<file path="src/rtl/zdos_trap.sv">
// rtl/zdos_trap.sv - Z80 bus-cycle classifier producing DOS enter/exit, VG93 and system-port strobes.
// One classification per bus cycle, taken on the IDLE exit edge; every strobe is a registered one-fclk pulse.
module zdos_trap #(
  parameter logic [7:0] TRAP_HI  = 8'h3D,
  parameter logic [7:0] SYS_PORT = 8'hFF
) (
  input  logic        fclk,
  input  logic        rst_n,
  input  logic        zpos,
  input  logic [15:0] a,
  input  logic        m1_n,
  input  logic        mreq_n,
  input  logic        iorq_n,
  input  logic        rd_n,
  input  logic        wr_n,
  input  logic        dos,
  input  logic        romnram,
  input  logic        rom_basic,
  input  logic        trap_en,
  output logic        dos_turn_on,
  output logic        dos_turn_off,
  output logic        vg_rdwr_fclk,
  output logic [1:0]  vg_a,
  output logic        sys_wr,
  output logic        sys_rd
);

  typedef enum logic [2:0] {SYNC, IDLE, FETCH, MEMRW, IOCYC, INTACK} state_t;

  state_t     state_q, state_d;
  logic       on_q, on_d;
  logic       off_q, off_d;
  logic       vg_q, vg_d;
  logic [1:0] vg_a_q, vg_a_d;
  logic       sys_wr_q, sys_wr_d;
  logic       sys_rd_q, sys_rd_d;

  logic enter_fetch, enter_io, fetch_off, vg_hit;

  always_ff @(posedge fclk or negedge rst_n) begin
    if (!rst_n) begin
      state_q  <= SYNC;
      on_q     <= 1'b0;
      off_q    <= 1'b0;
      vg_q     <= 1'b0;
      vg_a_q   <= 2'b00;
      sys_wr_q <= 1'b0;
      sys_rd_q <= 1'b0;
    end else begin
      state_q  <= state_d;
      on_q     <= on_d;
      off_q    <= off_d;
      vg_q     <= vg_d;
      vg_a_q   <= vg_a_d;
      sys_wr_q <= sys_wr_d;
      sys_rd_q <= sys_rd_d;
    end
  end

  always_comb begin
    state_d = state_q;
    if (zpos) begin
      case (state_q)
        // Wait for a bus gap so a cycle already underway at reset release is never classified.
        SYNC:   if (mreq_n && iorq_n) state_d = IDLE;
        IDLE: begin
          if (!m1_n && !iorq_n)                 state_d = INTACK;
          else if (!m1_n && !mreq_n && !rd_n)   state_d = FETCH;
          else if (!mreq_n)                     state_d = MEMRW;
          else if (!iorq_n && (!rd_n || !wr_n)) state_d = IOCYC;
        end
        FETCH, MEMRW:  if (mreq_n) state_d = IDLE;
        IOCYC, INTACK: if (iorq_n) state_d = IDLE;
        default:       state_d = SYNC;
      endcase
    end
  end

  always_comb begin
    on_d     = 1'b0;
    off_d    = 1'b0;
    vg_d     = 1'b0;
    vg_a_d   = vg_a_q;
    sys_wr_d = 1'b0;
    sys_rd_d = 1'b0;

    enter_fetch = zpos && (state_q == IDLE) && (state_d == FETCH);
    enter_io    = zpos && (state_q == IDLE) && (state_d == IOCYC);
    fetch_off   = dos && (a[15:14] != 2'b00);
    vg_hit      = !a[7] && (a[4:0] == 5'h1F);

    if (enter_fetch) begin
      off_d = fetch_off;
      // Exit wins if TRAP_HI is ever moved into the upper 48K.
      on_d  = !dos && trap_en && romnram && rom_basic && (a[15:8] == TRAP_HI) && !fetch_off;
    end

    if (enter_io && dos) begin
      if (vg_hit) begin
        vg_d   = 1'b1;
        vg_a_d = a[6:5];
      end
      if (a[7:0] == SYS_PORT) begin
        sys_wr_d = !wr_n;
        sys_rd_d = wr_n;
      end
    end
  end

  assign dos_turn_on  = on_q;
  assign dos_turn_off = off_q;
  assign vg_rdwr_fclk = vg_q;
  assign vg_a         = vg_a_q;
  assign sys_wr       = sys_wr_q;
  assign sys_rd       = sys_rd_q;

endmodule

</file>
<file path="config.mk">
export PLATFORM = sky130hd
export DESIGN_NAME = zdos_trap
export DESIGN_NICKNAME = d
export VERILOG_FILES = /design/src/rtl/zdos_trap.sv
export SDC_FILE = /design/constraint.sdc
export NUM_CORES = 1
export LEC_CHECK = 0
export ABC_AREA = 0
export CAP_MARGIN = 20
export CORE_AREA = 2 2 45 47
export DETAILED_ROUTE_END_ITERATION = 7
export DIE_AREA = 0 0 47 49
export GPL_ROUTABILITY_DRIVEN = 0
export GPL_TIMING_DRIVEN = 0
export PLACE_DENSITY = 0.67
export SYNTH_ARGS = -nofsm -noshare
export SYNTH_HDL_FRONTEND = slang
export SYNTH_SLANG_ARGS = --single-unit
</file>
<file path="constraint.sdc">
create_clock -name fclk -period 1.95 [get_ports fclk]
set_clock_uncertainty 0.05 [all_clocks]
set_input_delay 0.39 -clock fclk [delete_from_list [all_inputs] [get_ports fclk]]
set_output_delay 0.39 -clock fclk [all_outputs]
set_load 0.05 [all_outputs]
</file>
==> run_results.csv, run 1 <==
group,metric,value,unit
status,outcome,"complete, no violations",
worst_setup_path,critical_path.cell_chain,"clkdlybuf4s50_1",
final_layout,finalNetCount,121,
die,chipWidth,47,microns
worst_setup_path,cp_slowest_cell,"clkdlybuf4s50_1",
detailed_routing,detailedRoute.firstPassIterationCount,4,
hold_path,holdCritPathClass,"primary input to async pin",
final_layout,fin_area,933.4,sq um
clock_network,clock_path_buffers,2,
sta,worstMarginPinSlew,0.4945,ns
power_and_ir_drop,pwr_density_cell,576.5,nW/um^2
place,placement.cell_area,897.1,sq um
clock_network,cts_setup_buffers,0,
worst_setup_path,crit-reg2reg-capture,"vg_a[0]",
global_route,grt_util_all_layers,12.47,%
logic_synthesis,synth_edf_count,0,
clock_network,tritoncts_num_sinks,10,
worst_setup_path,cp.buffers_inverters,1,
worst_setup_path,critPathLaunchType,"flop",
sta,worst_case_hold_slack,0.3906,ns
sta,grt_setup_unrepaired,"no",
final_layout,finish.utilization,50.68,%
logic_synthesis,post_synth_main_area_contributors,"dfrtp_1, nand4_1, mux2_2",
worst_setup_path,critical_path.max_stage_delay,0.80,ns
detailed_routing,route.antenna.remaining_nets,0,
logic_synthesis,synth_seq_area_share,47.85,%
place,io_buffer_count,34,
sta,maxSlewViolCount,0,
flow_run,max_cap_violations,0,
worst_setup_path,crit_arrival,1.39,ns
logic_synthesis,post_synth_inst_count,54,
logic_synthesis,ys_warn_count,0,
clock_network,worstSkewPairLatency,0.26,ns
power_and_ir_drop,power.static_leakage,0.3862,nW
die,ios,35,
detailed_routing,detail_route.wl_per_cell,10.39,microns
detailed_routing,detail_route.iter0.violations,3,
logic_synthesis,post-synth-top-area-cell,"dfrtp_1",
worst_setup_path,critical-path-top-delay-family,"buffers and inverters",
power_and_ir_drop,max-vdd-ir-drop,269.7,uV
sta,layout_worst_path_cycle_share,93.98,%
die,core_region_area,1842,sq um
global_route,grt_start_max_net_pins,11,
logic_synthesis,syn_avg_cell_area,9.685,sq um
die,std_cell_rows,16,
clock_network,clkSlewWorstSetupHoldPaths,0.07,ns
sta,maxSlewHeadroom,66.93,%
final_layout,antenna_cells,0,
detailed_routing,drt-vias-per-instance,4.797,
worst_setup_path,rr_startpoint,"state_q[1]",
clock_network,cts_tree,"yes",
clock_network,cts_root_buf,"clkbuf_4",
final_layout,areaGrowthSynthToFinish,78.47,%
detailed_routing,postRouteWirelength,1.226,mm
sta,number_of_hold_violations_in_the_final_report,0,
logic_synthesis,post_synth_instance_area,523.0,sq um
final_layout,most-common-layout-cells,"clkdlybuf4s50_1, dfrtp_1, nor2_1",
worst_setup_path,worst-endpoint-required,1.51,ns
power_and_ir_drop,fin_total_pwr,538.1,uW
global_route,grt_pass1_vias,537,
place,dpl.hpwl,1.075,mm
sta,finalWorstPathRequiredPeriod,1.833,ns
detailed_routing,number_of_design_rule_violations_left_after_detail_routing,0,
final_layout,post_route_cells_drive_above_1_share,9.890,%
die,start_util,28.40,%
sta,max_freq,545.7,MHz
clock_network,h_tree_level_count,1,
clock_network,cts-buffers-inserted,3,
detailed_routing,routed-via-count,566,
worst_setup_path,timing.critical_path.to_type,"output pin",
logic_synthesis,synth.lib_cells_used.distinct,22,
logic_synthesis,synth_ff_type,"dfrtp_1",
final_layout,layoutNonFillerInstCount,118,
worst_setup_path,setup.worst_path.class,"flop to output pin",
place,placed_cells,115,
die,die_h,49,microns
die,design.die.area,2303,sq um
global_route,overflow,0,
global_route,global_route_wire_length_before_repair,2.132,mm
sta,finalSetupViolations,0,
logic_synthesis,asyncSetResetFlopFracSynth,100.0,%
worst_setup_path,setup.reg_to_reg.worst_slack,0.15,ns
logic_synthesis,syn-num-nets,82,
worst_setup_path,timing.reg2reg.worst_path_depth,5,
logic_synthesis,synth.ff_latch_count,10,
final_layout,layout_commonest_cell,"clkdlybuf4s50_1",
worst_setup_path,crit_fanout,2,
logic_synthesis,top_area_cell_type_share_of_the_netlist_area,47.85,%
global_route,grt_antenna_before_repair,0,
## registers in the layout, summed over array words and instances (netlist names)
register      count
vg_a              2
sys_rd            1
dos_turn_on       1
sys_wr            1
vg_rdwr_fclk      1
state_q           3
dos_turn_off      1
## cells in the mapped netlist, types with 2 or more instances
cell,n
nand4_1,4
o211ai_1,2
nand2_1,4
a21oi_1,2
mux2_2,2
inv_1,2
nor2b_1,2
o21ai_0,4
dfrtp_1,10
nand3_1,2
nor3b_1,2
nor3_1,3
nor2_1,6
## area by class of cell
class / instances / area [sq um]
fill: 187 / 908.4
multi-input combinational: 42 / 271.5
timing repair buffer: 34 / 347.8
sequential: 10 / 250.2
clock buffer: 3 / 22.52
tap: 27 / 33.78
inverter: 2 / 7.507
## how the worst max path moves through the flow
| stage | startpoint | depth (start not counted) | endpoint | slack [ns] |
|---|---|---|---|---|
| 6_report | vg_a[0] | 1 | vg_a[0] | 0.12 |
| 5_1_grt | mreq_n | 6 | vg_a[0] | 0.003 |
| 3_5_place_dp | iorq_n | 6 | vg_a[0] | -0.27 |
| 4_1_cts | iorq_n | 6 | vg_a[0] | 0.005 |
| 2_1_floorplan | state_q[1] | 5 | vg_a[0] | 0.36 |
| 3_3_place_gp | iorq_n | 6 | vg_a[0] | -0.27 |
## power by group
group          total (mW)  switching [mW]  internal (mW)
Combinational       0.153          0.0675         0.0858
Clock               0.135          0.0643         0.0709
Sequential          0.250          0.0234          0.226
## kinds of logic after synthesis
family | synth area share [%]
simple gates | 35.40
compound gates | 11.00
flops | 47.85
mux | 4.306
buf+inv | 1.436
## through the flow
stage	setup TNS, ns	worst slack (ns)
floorplan	0	0.3602
global placement	-0.6400	-0.2711
detailed placement	-0.6388	-0.2688
CTS	0	0.005240
global route	0	0.002943
finish	0	0.1175
## layer usage
metal	GRT usage (%)	up-vias	share of wire, %
li1	-	279	-
met1	13.53	254	38
met2	22.15	33	52
met3	4.444	0	9.1
met4	2.778	0	0
met5	0	-	0
## timing repair
item,CTS,global route
gates resized for setup,0,4
setup endpoints to repair,0,2
hold buffers,0,0
Note: power is estimated with default switching activity, not from simulation.
==> inputs of run 2 (changes only) <==
ABC_AREA = 1   (was 0)
CORE_AREA = 2 2 49 51   (was 2 2 45 47)
DIE_AREA = 0 0 51 53   (was 0 0 47 49)
PLACE_DENSITY = unset   (was 0.67)
==> run_results.csv, run 2 <==
group,metric,value,unit
status,outcome,"complete, no violations",
power_and_ir_drop,max-vdd-ir-drop,353.5,uV
sta,fin_tns_setup,0,ns
logic_synthesis,post_synth_inst_count,84,
final_layout,layout.filler_cells,226,
global_route,overflow,0,
worst_setup_path,cp.buffers_inverters,1,
clock_network,post_cts_resized,0,
final_layout,multi_input_area,322.8,sq um
die,core_region_area,2148,sq um
global_route,grt_pass1_vias,620,
logic_synthesis,synth.lib_cells_used.distinct,19,
die,design.die.area,2703,sq um
detailed_routing,number_of_design_rule_violations_left_after_detail_routing,0,
sta,maxSlewHeadroom,66.66,%
logic_synthesis,synth_ff_type,"dfrtp_1",
logic_synthesis,post-synth-top-area-cell,"dfrtp_1",
clock_network,clock_path_buffers,2,
final_layout,sequential_cell_area,250.2,sq um
global_route,grt_util_all_layers,11.21,%
final_layout,layoutNonFillerInstCount,150,
clock_network,ctsHoldBuffers,0,
logic_synthesis,syn-num-nets,112,
final_layout,layout_commonest_cell,"clkdlybuf4s50_1",
global_route,grt_use_met1,11.03,%
die,die_h,53,microns
logic_synthesis,asyncSetResetFlopFracSynth,100.0,%
die,chipWidth,51,microns
final_layout,largest_reg_flops,3,
sta,layout_worst_path_cycle_share,94.66,%
power_and_ir_drop,power.static_leakage,0.4672,nW
place,dpl.hpwl,1.258,mm
logic_synthesis,post_synth_main_area_contributors,"dfrtp_1, nand2_1, nor2_1",
worst_setup_path,crit_arrival,1.41,ns
clock_network,cts_root_buf,"clkbuf_4",
power_and_ir_drop,fin_total_pwr,641.8,uW
sta,number_of_hold_violations_in_the_final_report,0,
sta,finalSetupViolations,0,
clock_network,cts_setup_buffers,0,
sta,finalWorstPathRequiredPeriod,1.846,ns
hold_path,holdCritPathClass,"primary input to async pin",
logic_synthesis,synth_seq_area_share,40.73,%
power_and_ir_drop,power.share.switching,31.77,%
power_and_ir_drop,clkPwrFrac,27.8,%
logic_synthesis,yosys-top-cells-count,"nand2_1, nor2_1, dfrtp_1, inv_1, nand3_1",
clock_network,cts_tree,"yes",
die,std_cell_rows,17,
worst_setup_path,critical_path.cell_chain,"clkdlybuf4s50_1",
detailed_routing,routed-via-count,684,
worst_setup_path,critical_path.max_stage_delay,0.81,ns
logic_synthesis,post_synth_instance_area,614.3,sq um
detailed_routing,postRouteWirelength,1.442,mm
place,placed_cells,146,
clock_network,cts-buffers-inserted,3,
die,start_util,28.60,%
global_route,grt_start_max_net_pins,11,
sta,worstMarginPinSlew,0.4985,ns
sta,worst_case_hold_slack,0.4030,ns
detailed_routing,detail_route.iter0.violations,5,
detailed_routing,detailedRoute.firstPassIterationCount,4,
worst_setup_path,critPathLaunchType,"flop",
logic_synthesis,syn_avg_cell_area,7.314,sq um
global_route,grt_use_met3,3.107,%
sta,grt_setup_unrepaired,"no",
detailed_routing,route.antenna.remaining_nets,0,
power_and_ir_drop,seq_power_share,39.4,%
worst_setup_path,crit-reg2reg-capture,"vg_a[0]",
worst_setup_path,timing.reg2reg.worst_path_depth,8,
final_layout,fin_area,1026,sq um
worst_setup_path,timing.critical_path.to_type,"output pin",
detailed_routing,detail_route.wl_per_cell,9.613,microns
clock_network,tritoncts_num_sinks,10,
worst_setup_path,critical-path-top-delay-family,"buffers and inverters",
worst_setup_path,cp_slowest_cell,"clkdlybuf4s50_1",
clock_network,clkSlewWorstSetupHoldPaths,0.07,ns
worst_setup_path,crit_fanout,2,
final_layout,top_register,"state_q",
place,io_buffer_count,34,
power_and_ir_drop,internal_power,437.9,uW
sta,maxSlewViolCount,0,
global_route,grt_most_used_layer,"met2",
flow_run,max_cap_violations,0,
worst_setup_path,worst-endpoint-required,1.51,ns
final_layout,antenna_cells,0,
power_and_ir_drop,switchingPower,203.9,uW
logic_synthesis,ys_warn_count,0,
detailed_routing,drt-vias-per-instance,4.560,
logic_synthesis,yosysMostFrequentCell,"nand2_1",
final_layout,most-common-layout-cells,"clkdlybuf4s50_1, nand2_1, nor2_1, dfrtp_1, inv_1",
place,placement.cell_area,989.7,sq um
die,ios,35,
power_and_ir_drop,power.share.combinational,32.8,%
clock_network,worstSkewPairLatency,0.26,ns
global_route,globalRouteMet2Util,22.08,%
logic_synthesis,top_area_cell_type_share_of_the_netlist_area,40.73,%
sta,max_freq,541.7,MHz
power_and_ir_drop,pwr_density_cell,625.5,nW/um^2
global_route,grt_antenna_before_repair,0,
clock_network,h_tree_level_count,1,
worst_setup_path,rr_startpoint,"state_q[1]",
logic_synthesis,synth.ff_latch_count,10,
logic_synthesis,synth_edf_count,0,
worst_setup_path,setup.worst_path.class,"flop to output pin",
final_layout,post_route_cells_drive_above_1_share,13.11,%
final_layout,areaGrowthSynthToFinish,67.01,%
global_route,global_route_wire_length_before_repair,2.283,mm
worst_setup_path,setup.reg_to_reg.worst_slack,0.49,ns
final_layout,finalNetCount,151,
-- run 2: cell count changes after synthesis, sizes merged, moves of 2 or more --
cell | previous run | this run
nor3b | 3 | 1
nand4 | 5 | 3
nand3 | 2 | 8
inv | 2 | 11
nor2 | 6 | 12
o211ai | 2 | 0
nand2 | 4 | 27
nor2b | 2 | 0
mux2 | 2 | 0
-- run 2: cell families after synthesis --
group	Yosys count	share of synthesized area [%]
DFF	10	40.73
and+or+nand+nor	57	47.25
AOI/OAI and AO/OA	6	5.295
buffers and inverters	11	6.721
-- run 2: power by group through the flow --
stage	Sequential, mW	Clock [mW]	Combinational, mW
3_3_place_gp	0.257	0	0.206
2_1_floorplan	0.257	0	0.115
6_report	0.253	0.178	0.210
3_5_place_dp	0.257	0	0.210
5_1_grt	0.257	0.197	0.234
4_1_cts	0.253	0.185	0.211
-- run 2: layer usage --
layer | wire [microns] | share of wire (%)
met5 | 0 | 0
met4 | 0 | 0
met3 | 146 | 10
met2 | 703 | 49
met1 | 592 | 41
-- run 2: layout make-up --
class                      count  area share (%)
timing repair buffer          34           33.17
multi-input combinational     63           31.46
sequential                    10           24.39
inverter                      11           4.024
clock buffer                   4           3.537
tap                           28           3.415
-- run 2: how the worst max path moves through the flow --
| stage | startpoint | end | slack [ns] | cells after the start |
|---|---|---|---|---|
| final | vg_a[0] | vg_a[0] | 0.10 | 1 |
| after CTS | vg_a[1] | vg_a[1] | 0.09 | 1 |
| after floorplan | state_q[1] | vg_a[0] | 0.66 | 8 |
| after detailed placement | iorq_n | vg_a[0] | 0.1 | 12 |
| after global routing | vg_a[1] | vg_a[1] | 0.05 | 1 |
| after global placement | wr_n | vg_a[0] | 0.10 | 11 |
-- run 2: stage by stage --
step | utilization, % | worst slack (ns)
after floorplan | - | 0.6633
after global placement | 46.07 | 0.1032
after detailed placement | 46.07 | 0.09525
after CTS | 47.76 | 0.08742
after global routing | 47.76 | 0.05094
final | 47.76 | 0.1041
==> inputs of run 3 (changes only) <==
ABC_AREA = 0   (was 1)
CORE_AREA = 2 2 45 47   (was 2 2 49 51)
DIE_AREA = 0 0 47 49   (was 0 0 51 53)
GPL_ROUTABILITY_DRIVEN = 1   (was 0)
PLACE_DENSITY = 0.67   (was unset)
==> results of run 3 <==
The final DEF is identical to that of run 1; final timing and power are the same.
